===== config.mk =====
export PLATFORM = sky130hd
export DESIGN_NAME = l2_req_arbiter
export DESIGN_NICKNAME = d
export VERILOG_FILES = /design/src/rtl/l2_req_arbiter_pkg.sv /design/src/rtl/l2_req_arbiter_rr_pick.sv /design/src/rtl/l2_req_arbiter.sv
export SDC_FILE = /design/constraint.sdc
export NUM_CORES = 1
export LEC_CHECK = 0
export CORE_AREA = 3 3 197 199
export DETAILED_ROUTE_END_ITERATION = 8
export DIE_AREA = 0 0 200 202
export GPL_TIMING_DRIVEN = 1
export PLACE_DENSITY_LB_ADDON = 0.08
export SLEW_MARGIN = 0
export SYNTH_ARGS = -nofsm -noshare
export SYNTH_HDL_FRONTEND = slang
export SYNTH_HIERARCHICAL = 1
export SYNTH_SLANG_ARGS = --single-unit

===== constraint.sdc =====
create_clock -name clk -period 11.9 [get_ports clk]
set_input_delay 2.38 -clock clk [delete_from_list [all_inputs] [get_ports clk]]
set_output_delay 2.38 -clock clk [all_outputs]
set_load 0.02 [all_outputs]

===== src/rtl/l2_req_arbiter_pkg.sv =====
// Shared types and constants for the L1-to-L2 request arbiter.
package l2_req_arbiter_pkg;

    localparam int ID_W = 2;

    localparam logic [ID_W-1:0] REQ_L1D = 2'd0;
    localparam logic [ID_W-1:0] REQ_L1I = 2'd1;
    localparam logic [ID_W-1:0] REQ_PTW = 2'd2;

    localparam logic [3:0] MEM_LW = 4'd0;
    localparam logic [3:0] MEM_SW = 4'd1;

    typedef enum logic [1:0] {
        ARB_IDLE     = 2'd0,
        ARB_ISSUE    = 2'd1,
        ARB_WAIT_RSP = 2'd2
    } arb_state_t;

    typedef struct packed {
        logic [31:0] addr;
        logic [3:0]  opcode;
    } mem_req_t;

endpackage


===== src/rtl/l2_req_arbiter_rr_pick.sv =====
// Round-robin selector: first set request at or after the start index, wrapping.
module l2_req_arbiter_rr_pick
    import l2_req_arbiter_pkg::*;
#(
    parameter int N_REQ = 3
) (
    input  logic [N_REQ-1:0] req,
    input  logic [ID_W-1:0]  start,
    output logic             vld,
    output logic [ID_W-1:0]  idx
);

    always_comb begin
        int c;
        c   = 0;
        vld = 1'b0;
        idx = '0;
        // Walk from the farthest offset down so the nearest request is written last.
        for (int off = N_REQ - 1; off >= 0; off--) begin
            c = (int'(start) + off) % N_REQ;
            if (req[c]) begin
                vld = 1'b1;
                idx = ID_W'(c);
            end
        end
    end

endmodule


===== src/rtl/l2_req_arbiter.sv =====
// Arbitrates L1-side requesters onto the single shared L2 request port, one transaction at a time.
module l2_req_arbiter
    import l2_req_arbiter_pkg::*;
#(
    parameter int N_REQ = 3,
    parameter int AW    = 32,
    parameter int DW    = 128
) (
    input  logic                        clk,
    input  logic                        reset,
    input  logic [N_REQ-1:0]            req_valid,
    input  logic [N_REQ-1:0][AW-1:0]    req_addr,
    input  logic [N_REQ-1:0][3:0]       req_opcode,
    input  logic [DW-1:0]               req_store_data,
    output logic [N_REQ-1:0]            rsp_valid,
    input  logic                        flush_active,
    output logic                        l2_req_valid,
    input  logic                        l2_req_ack,
    output logic [AW-1:0]               l2_req_addr,
    output logic [3:0]                  l2_req_opcode,
    output logic [DW-1:0]               l2_req_store_data,
    input  logic                        l2_rsp_valid,
    output logic                        busy,
    output logic [ID_W-1:0]             gnt_id,
    output logic [N_REQ-1:0][31:0]      gnt_count
);

    arb_state_t         state, state_nxt;
    logic [N_REQ-1:0]   pending, req_vec, win_mask;
    logic [ID_W-1:0]    rr_ptr, win_idx;
    logic               pick_vld, grant;

    // Same-cycle pulses compete alongside already-latched requests.
    assign req_vec = pending | req_valid;

    l2_req_arbiter_rr_pick #(.N_REQ(N_REQ)) rr_pick (
        .req   (req_vec),
        .start (rr_ptr),
        .vld   (pick_vld),
        .idx   (win_idx)
    );

    always_comb begin
        state_nxt = state;
        grant     = 1'b0;
        unique case (state)
            ARB_IDLE: begin
                if (!flush_active && pick_vld) begin
                    grant     = 1'b1;
                    state_nxt = ARB_ISSUE;
                end
            end
            ARB_ISSUE: begin
                if (l2_rsp_valid)    state_nxt = ARB_IDLE;
                else if (l2_req_ack) state_nxt = ARB_WAIT_RSP;
            end
            ARB_WAIT_RSP: begin
                if (l2_rsp_valid) state_nxt = ARB_IDLE;
            end
            default: state_nxt = ARB_IDLE;
        endcase
    end

    assign busy         = (state != ARB_IDLE);
    assign l2_req_valid = (state == ARB_ISSUE);

    always_comb begin
        win_mask  = '0;
        rsp_valid = '0;
        for (int i = 0; i < N_REQ; i++) begin
            win_mask[i]  = grant && (win_idx == ID_W'(i));
            rsp_valid[i] = busy && l2_rsp_valid && (gnt_id == ID_W'(i));
        end
    end

    assign l2_req_addr       = req_addr[gnt_id];
    assign l2_req_opcode     = req_opcode[gnt_id];
    assign l2_req_store_data = req_store_data;

    always_ff @(posedge clk or negedge reset) begin
        if (!reset) begin
            state     <= ARB_IDLE;
            pending   <= '0;
            rr_ptr    <= '0;
            gnt_id    <= '0;
            gnt_count <= '0;
        end else begin
            state   <= state_nxt;
            pending <= req_vec & ~win_mask;
            if (grant) begin
                gnt_id             <= win_idx;
                rr_ptr             <= (win_idx == ID_W'(N_REQ - 1)) ? '0 : win_idx + ID_W'(1);
                gnt_count[win_idx] <= gnt_count[win_idx] + 32'd1;
            end
        end
    end

endmodule


# ---- After elaboration in Yosys (flattened, before gate mapping)
# Cells that the tools add are included.
dict set report op_classes {
  eq_ne 9
  add_sub_neg 4
  mux 32
  order_cmp 6
  reduce_logical 15
  n_div 3
  n_bitwise 3
}
# cell count
set ops {}
lappend ops {{$bmux 32 s2} 2}
lappend ops {{$bwmux 96} 1}
lappend ops {{$lt 32x4->1 const B} 3}
lappend ops {{$mux 32} 3}
lappend ops {{$demux 32 s2} 1}
lappend ops {{$mod 32x3->32 const B} 2}
lappend ops {{$add 32x1->32 const B} 1}
lappend ops {{$mod 3x3->32 const B} 1}
lappend ops {{$mux 2} 8}
lappend ops {{$mux 1} 11}
lappend ops {{$logic_and 1x1->1} 9}
lappend ops {{$bmux 4 s2} 1}
lappend ops {{$bmux 1 s2} 3}
lappend ops {{$eq 2x1->1 const B} 3}
lappend ops {{$eq 2x2->1 const B} 3}
lappend ops {{$logic_not 2->1} 3}
lappend ops {{$lt 2x3->1 const B} 2}
lappend ops {{$pmux 2 s3} 1}
lappend ops {{$mux 4} 1}
lappend ops {{$ne 2x2->1 const B} 2}
lappend ops {{$add 2x1->3 const B} 1}
lappend ops {{$add 2x2->3 const B} 1}
lappend ops {{$and 3x3->3} 1}
lappend ops {{$ne 3x1->1 const B} 1}
lappend ops {{other kinds (7)} 7}
dict set report totals {
  elab_cells 79
  ff_bits 105
}

# ---- Longest topological paths before layout
dict set report depth {
  depth_word 14
  depth_mapped 17
  mapped_depth_nobuf 12
}

# ---- Modules after synthesis
# The synthesis kept the hierarchy.
# module seq_area_each_um2 cells_each n_inst area_per_inst_um2
set modules_own_cells {}
lappend modules_own_cells {l2_req_arbiter 2627.5 815 1 7507.2}
lappend modules_own_cells {l2_req_arbiter_rr_pick 0.0 27 1 191.4}

# ---- Worst setup path after synthesis
# Ideal clock, no wire load.
dict set report synth_path {
  path_kind {input-to-reg}
  startpoint {input req_valid[1]}
  endpoint {register gnt_count[84] (netlist bit)}
  setup_slack_ps 6091
  t_arrival_ps 5684
  setup_ps 125
  path_stages 14
  required_ps 11775
  cell_sequence {or2_2 -> mux2i_1 -> o221ai_1 -> o311ai_0 -> nor2b_1 -> buf_4 -> buf_6 -> o2bb2ai_1 -> ha_1 -> nand4_1 -> nor3_2 -> clkbuf_1 -> a211o_1 -> nand3_1}
}
dict set report synth_between {
  elab_chain_len 12
  word_cells_on_any_way 28
  cone_classes {add/sub: 1; order compare: 2; mux: 22; bitwise: 1; reduce/logical: 2}
}
# item line
set synth_rtl {}
lappend synth_rtl {{start: declaration} l2_req_arbiter.sv:11} ;# input logic [N_REQ-1:0] req_valid,
lappend synth_rtl {{$or 3x3->3 *} l2_req_arbiter.sv:34} ;# assign req_vec = pending | req_valid;
lappend synth_rtl {{$bmux 1 s2} l2_req_arbiter_rr_pick.sv:21} ;# if (req[c]) begin
lappend synth_rtl {{$mux 1 (not written as such) (2 in series)} l2_req_arbiter_rr_pick.sv:21}
lappend synth_rtl {{$mux 2 (2 in series)} l2_req_arbiter_rr_pick.sv:21}
lappend synth_rtl {{$mux 2 *} l2_req_arbiter_rr_pick.sv:21}
lappend synth_rtl {{via win_idx[0]} l2_req_arbiter.sv:30} ;# logic [ID_W-1:0] rr_ptr, win_idx;
lappend synth_rtl {{branches (longest 4 deep; another with $add 32x1->32)} -}
lappend synth_rtl {{$bwmux 96 *} l2_req_arbiter.sv:93} ;# gnt_count[win_idx] <= gnt_count[win_idx] + 32'd1;
lappend synth_rtl {{end signal: indexed assignment} l2_req_arbiter.sv:93}
lappend synth_rtl {{end: declaration} l2_req_arbiter.sv:25} ;# output logic [N_REQ-1:0][31:0] gnt_count
# Mark *: on every way through the listed nets, which the timed path passes. The select of a mux whose other input is x is not followed.
# A chain may end at the register's enable or synchronous reset.

# ---- Final worst setup path
dict set report layout_path {
  startpoint {input req_valid[1]}
  endpoint {register gnt_count[56] (netlist bit)}
}
dict set report layout_between {
  elab_chain_len 12
  word_cells_on_any_way 28
  cone_classes {add/sub: 1; order compare: 2; mux: 22; bitwise: 1; reduce/logical: 2}
}
# item line
set layout_rtl {}
lappend layout_rtl {{$or 3x3->3 *} l2_req_arbiter.sv:34}
lappend layout_rtl {{via req_vec[1]} l2_req_arbiter.sv:29} ;# logic [N_REQ-1:0] pending, req_vec, win_mask;
lappend layout_rtl {{$bmux 1 s2} l2_req_arbiter_rr_pick.sv:21}
lappend layout_rtl {{$mux 1 (not written as such) (2 in series)} l2_req_arbiter_rr_pick.sv:21}
lappend layout_rtl {{$mux 2 (2 in series)} l2_req_arbiter_rr_pick.sv:21}
lappend layout_rtl {{$mux 2 *} l2_req_arbiter_rr_pick.sv:21}
lappend layout_rtl {{via win_idx[0]} l2_req_arbiter.sv:30}
lappend layout_rtl {{branches (longest 4 deep; another with $add 32x1->32)} -}
lappend layout_rtl {{$bwmux 96 *} l2_req_arbiter.sv:93}
# Marked as above.

==> flow_summary.ini <==
[sta]
rsz0062_at_grt = no
finalSetupViolations = 0
hold_viol = 0
slew_headroom_pct = 23.2
setup_tns_ps = 0
worstMarginPinSlew_ps = 1150
fin_crit_sh_pct = 55.6
period_needed_ps = 6610
holdWs_ps = 486
fmax_ghz = 0.151
maxSlewViolCount = 0
skew_ps = 11.2

[clocking]
clk_pin_slew_ps = 80
postCtsSetupRepairBufs = 0
cts.sinks = 105
htree_num_levels = 3
insertion_delay_ps = 360
cts_tree = yes
ctsResizeCount = 0
clock_path_buffers = 2
numCtsBuffers = 9
cts_hold_buf = 0
clockRootBuffer = clkbuf_16

[critical_path]
r2r-end = gnt_count[56]$_DFFE_PN0N_
path_cells = clkdlybuf4s50_1, or2_2, mux2i_1, o221ai_1, o311ai_2, nor2b_4, buf_4, a2bb2oi_1, or4_1, nor2_1, a31oi_1, o31ai_1
worstSetupEndpointType = register
worstSetupEndpoint = gnt_count[56]$_DFFE_PN0N_
required_ps = 12170
critPathKind = input pin to register
crit_path_max_incr_delay_ps = 810
critPathLaunchType = input pin
timing.critical_path.from = req_valid[1]
worst-r2r-cell-count = 12
critPathBufInv = 2
crit_slowest_cell = or4_1
worstReg2RegStart = rr_ptr[1]$_DFFE_PN0P_
cp_max_fo = 19
critPathArrivalTime_ps = 6880
critPathTopFamily = simple AND/OR/NAND/NOR gates
critical_path_depth = 12
r2r_slack_ps = 7130

[power]
ir_drop_v = 0.0000920
pwr_density_cell_nw_per_um2 = 167
power_leakage_uw = 0.00388
power_uw = 1690

[floorplanning]
dieArea_um2 = 40400
fp.dieW_um = 200
ios = 511
fp.coreArea_um2 = 37400
die_h_um = 202
start_util_pct = 20.6
rows = 71

[status]
status = complete, no violations

[detailed_routing]
first_iter_violations = 332
firstDrtPassIters = 5
drc_errors = 0
vias = 6752
viasPerCell = 4.66
routed_wl_um = 39700
avgRoutedWirePerCell_um = 27.4
ant_nets = 0

[synthesis]
synthFlopType = dfrtp_1
yosysTopAreaCell = dfrtp_1
syn_inst = 842
synth_warnings = 6
synthTopCellsByArea = dfrtp_1 34%, buf_4 13%, mux2i_1 8.8%
synth.distinct_cells = 56
synth_edf_count = 0
ys_seq_area_share_pct = 34.1
yosysTopAreaCellShare_pct = 34.1
ys_seq_elements = 105
syn_area_um2 = 7700
syn_nets = 1090
synth-async-reset-ratio_pct = 100
syn_avg_cell_area_um2 = 9.14

[final_layout]
syn_to_final_growth_pct = 31.4
drive_above_1_share_pct = 10.1
num_antenna_cells = 0
fillerInstances = 3965
layout_commonest_cell = clkdlybuf4s50_1
layout_common_cells = 253 x clkdlybuf4s50_1, 131 x nand2_1, 104 x dfrtp_1
final_nets = 1183
final_core_util_pct = 27.0
final_area_um2 = 10100

[placement]
dpl.hpwl_um = 31300
post_dp_cell_area_um2 = 9800
portBuffers = 254
place_congestion = 0.765

[global_routing]
grt_pass1_vias = 6867
grt.overflow.total = 0
grt_max_degree = 64
antenna_found_initial = 0
track_usage_pct = 18.9
grt_pass1_wl_um = 54500

[worst_hold_path]
min_path_type = register to register

[run]
maxCapViolCount = 0
## logic make-up (layout without fill, tap and decap cells)
logic type	Yosys count	count (layout)	synth area share (%)
xor+xnor	14	14	1.59
mux	97	97	13.1
flops	105	105	34.1
compound gates	152	152	15.2
fa+ha+maj	4	4	0.650
simple gates	278	278	18.9
buf+inv	192	289	16.4
## synthesized netlist by cell type, types with 10 or more instances
master	count
nand2_1	131
buf_4	129
dfrtp_1	105
mux2i_1	68
o21ai_0	47
clkbuf_1	42
nand4_1	35
nand3_1	32
mux2_2	29
a211o_1	27
o31ai_1	24
nor2_1	14
xnor2_1	11
a2bb2oi_1	10
## report_power, final
| part | internal, uW | leakage, uW | switching (uW) |
|---|---|---|---|
| registers | 385 | 0.00144 | 25.0 |
| logic | 367 | 0.00229 | 595 |
| clock network | 180 | 0.000148 | 141 |
| total | 932 | 0.00388 | 761 |
## per-stage QoR
stage          worst slack, ps  instances
6_report                  5290       1450
5_1_grt                   5010       1450
4_1_cts                   5280       1450
3_5_place_dp              4960       1435
3_3_place_gp              4990       1435
2_1_floorplan             6090        842
## how the worst min path moves through the flow
stage,start,end,slack [ps],depth (start not counted)
global route,gnt_count[31]$_DFFE_PN0N_,gnt_count[31]$_DFFE_PN0N_,510,1
floorplan,state[1]$_DFFE_PN0P_,state[0]$_DFFE_PN0P_,470,1
detailed placement,gnt_count[63]$_DFFE_PN0N_,gnt_count[63]$_DFFE_PN0N_,480,1
finish,gnt_count[95]$_DFFE_PN0N_,gnt_count[95]$_DFFE_PN0N_,490,1
global placement,gnt_count[63]$_DFFE_PN0N_,gnt_count[63]$_DFFE_PN0N_,480,1
CTS,gnt_count[95]$_DFFE_PN0N_,gnt_count[95]$_DFFE_PN0N_,490,1
## metal layers
metal | GRT usage, % | part of all wire, % | wire length, um
met5 | 2.96 | 0.25 | 99
met4 | 3.27 | 0.76 | 303
met3 | 12.7 | 16 | 6390
met2 | 29.9 | 45 | 18000
met1 | 21.1 | 37 | 14900
## flip-flops by register name, summed over array words and instances (netlist names)
register and count:
gnt_id 2, state 2, pending 3, rr_ptr 2, gnt_count 96
## worst register-to-register path, delay by kind of cell, from the launching register on
kind / cells / cell delay (ps)
buf+inv: 2 / 460
compound gates: 5 / 1300
simple gates: 3 / 1880
flops: 1 / 420
fa+ha+maj: 1 / 360
mux: 1 / 250
## layout make-up
type	instances	area, um2	share of cell area [%]
Multi-Input combinational cell	545	3860	38.2
Clock inverter	2	37.5	0.371
Inverter	4	15.0	0.148
Sequential cell	105	2630	26.0
Tap cell	511	639	6.32
Timing Repair Buffer	270	2660	26.3
Clock buffer	13	270	2.67
Power figures use the tool's default switching activity.
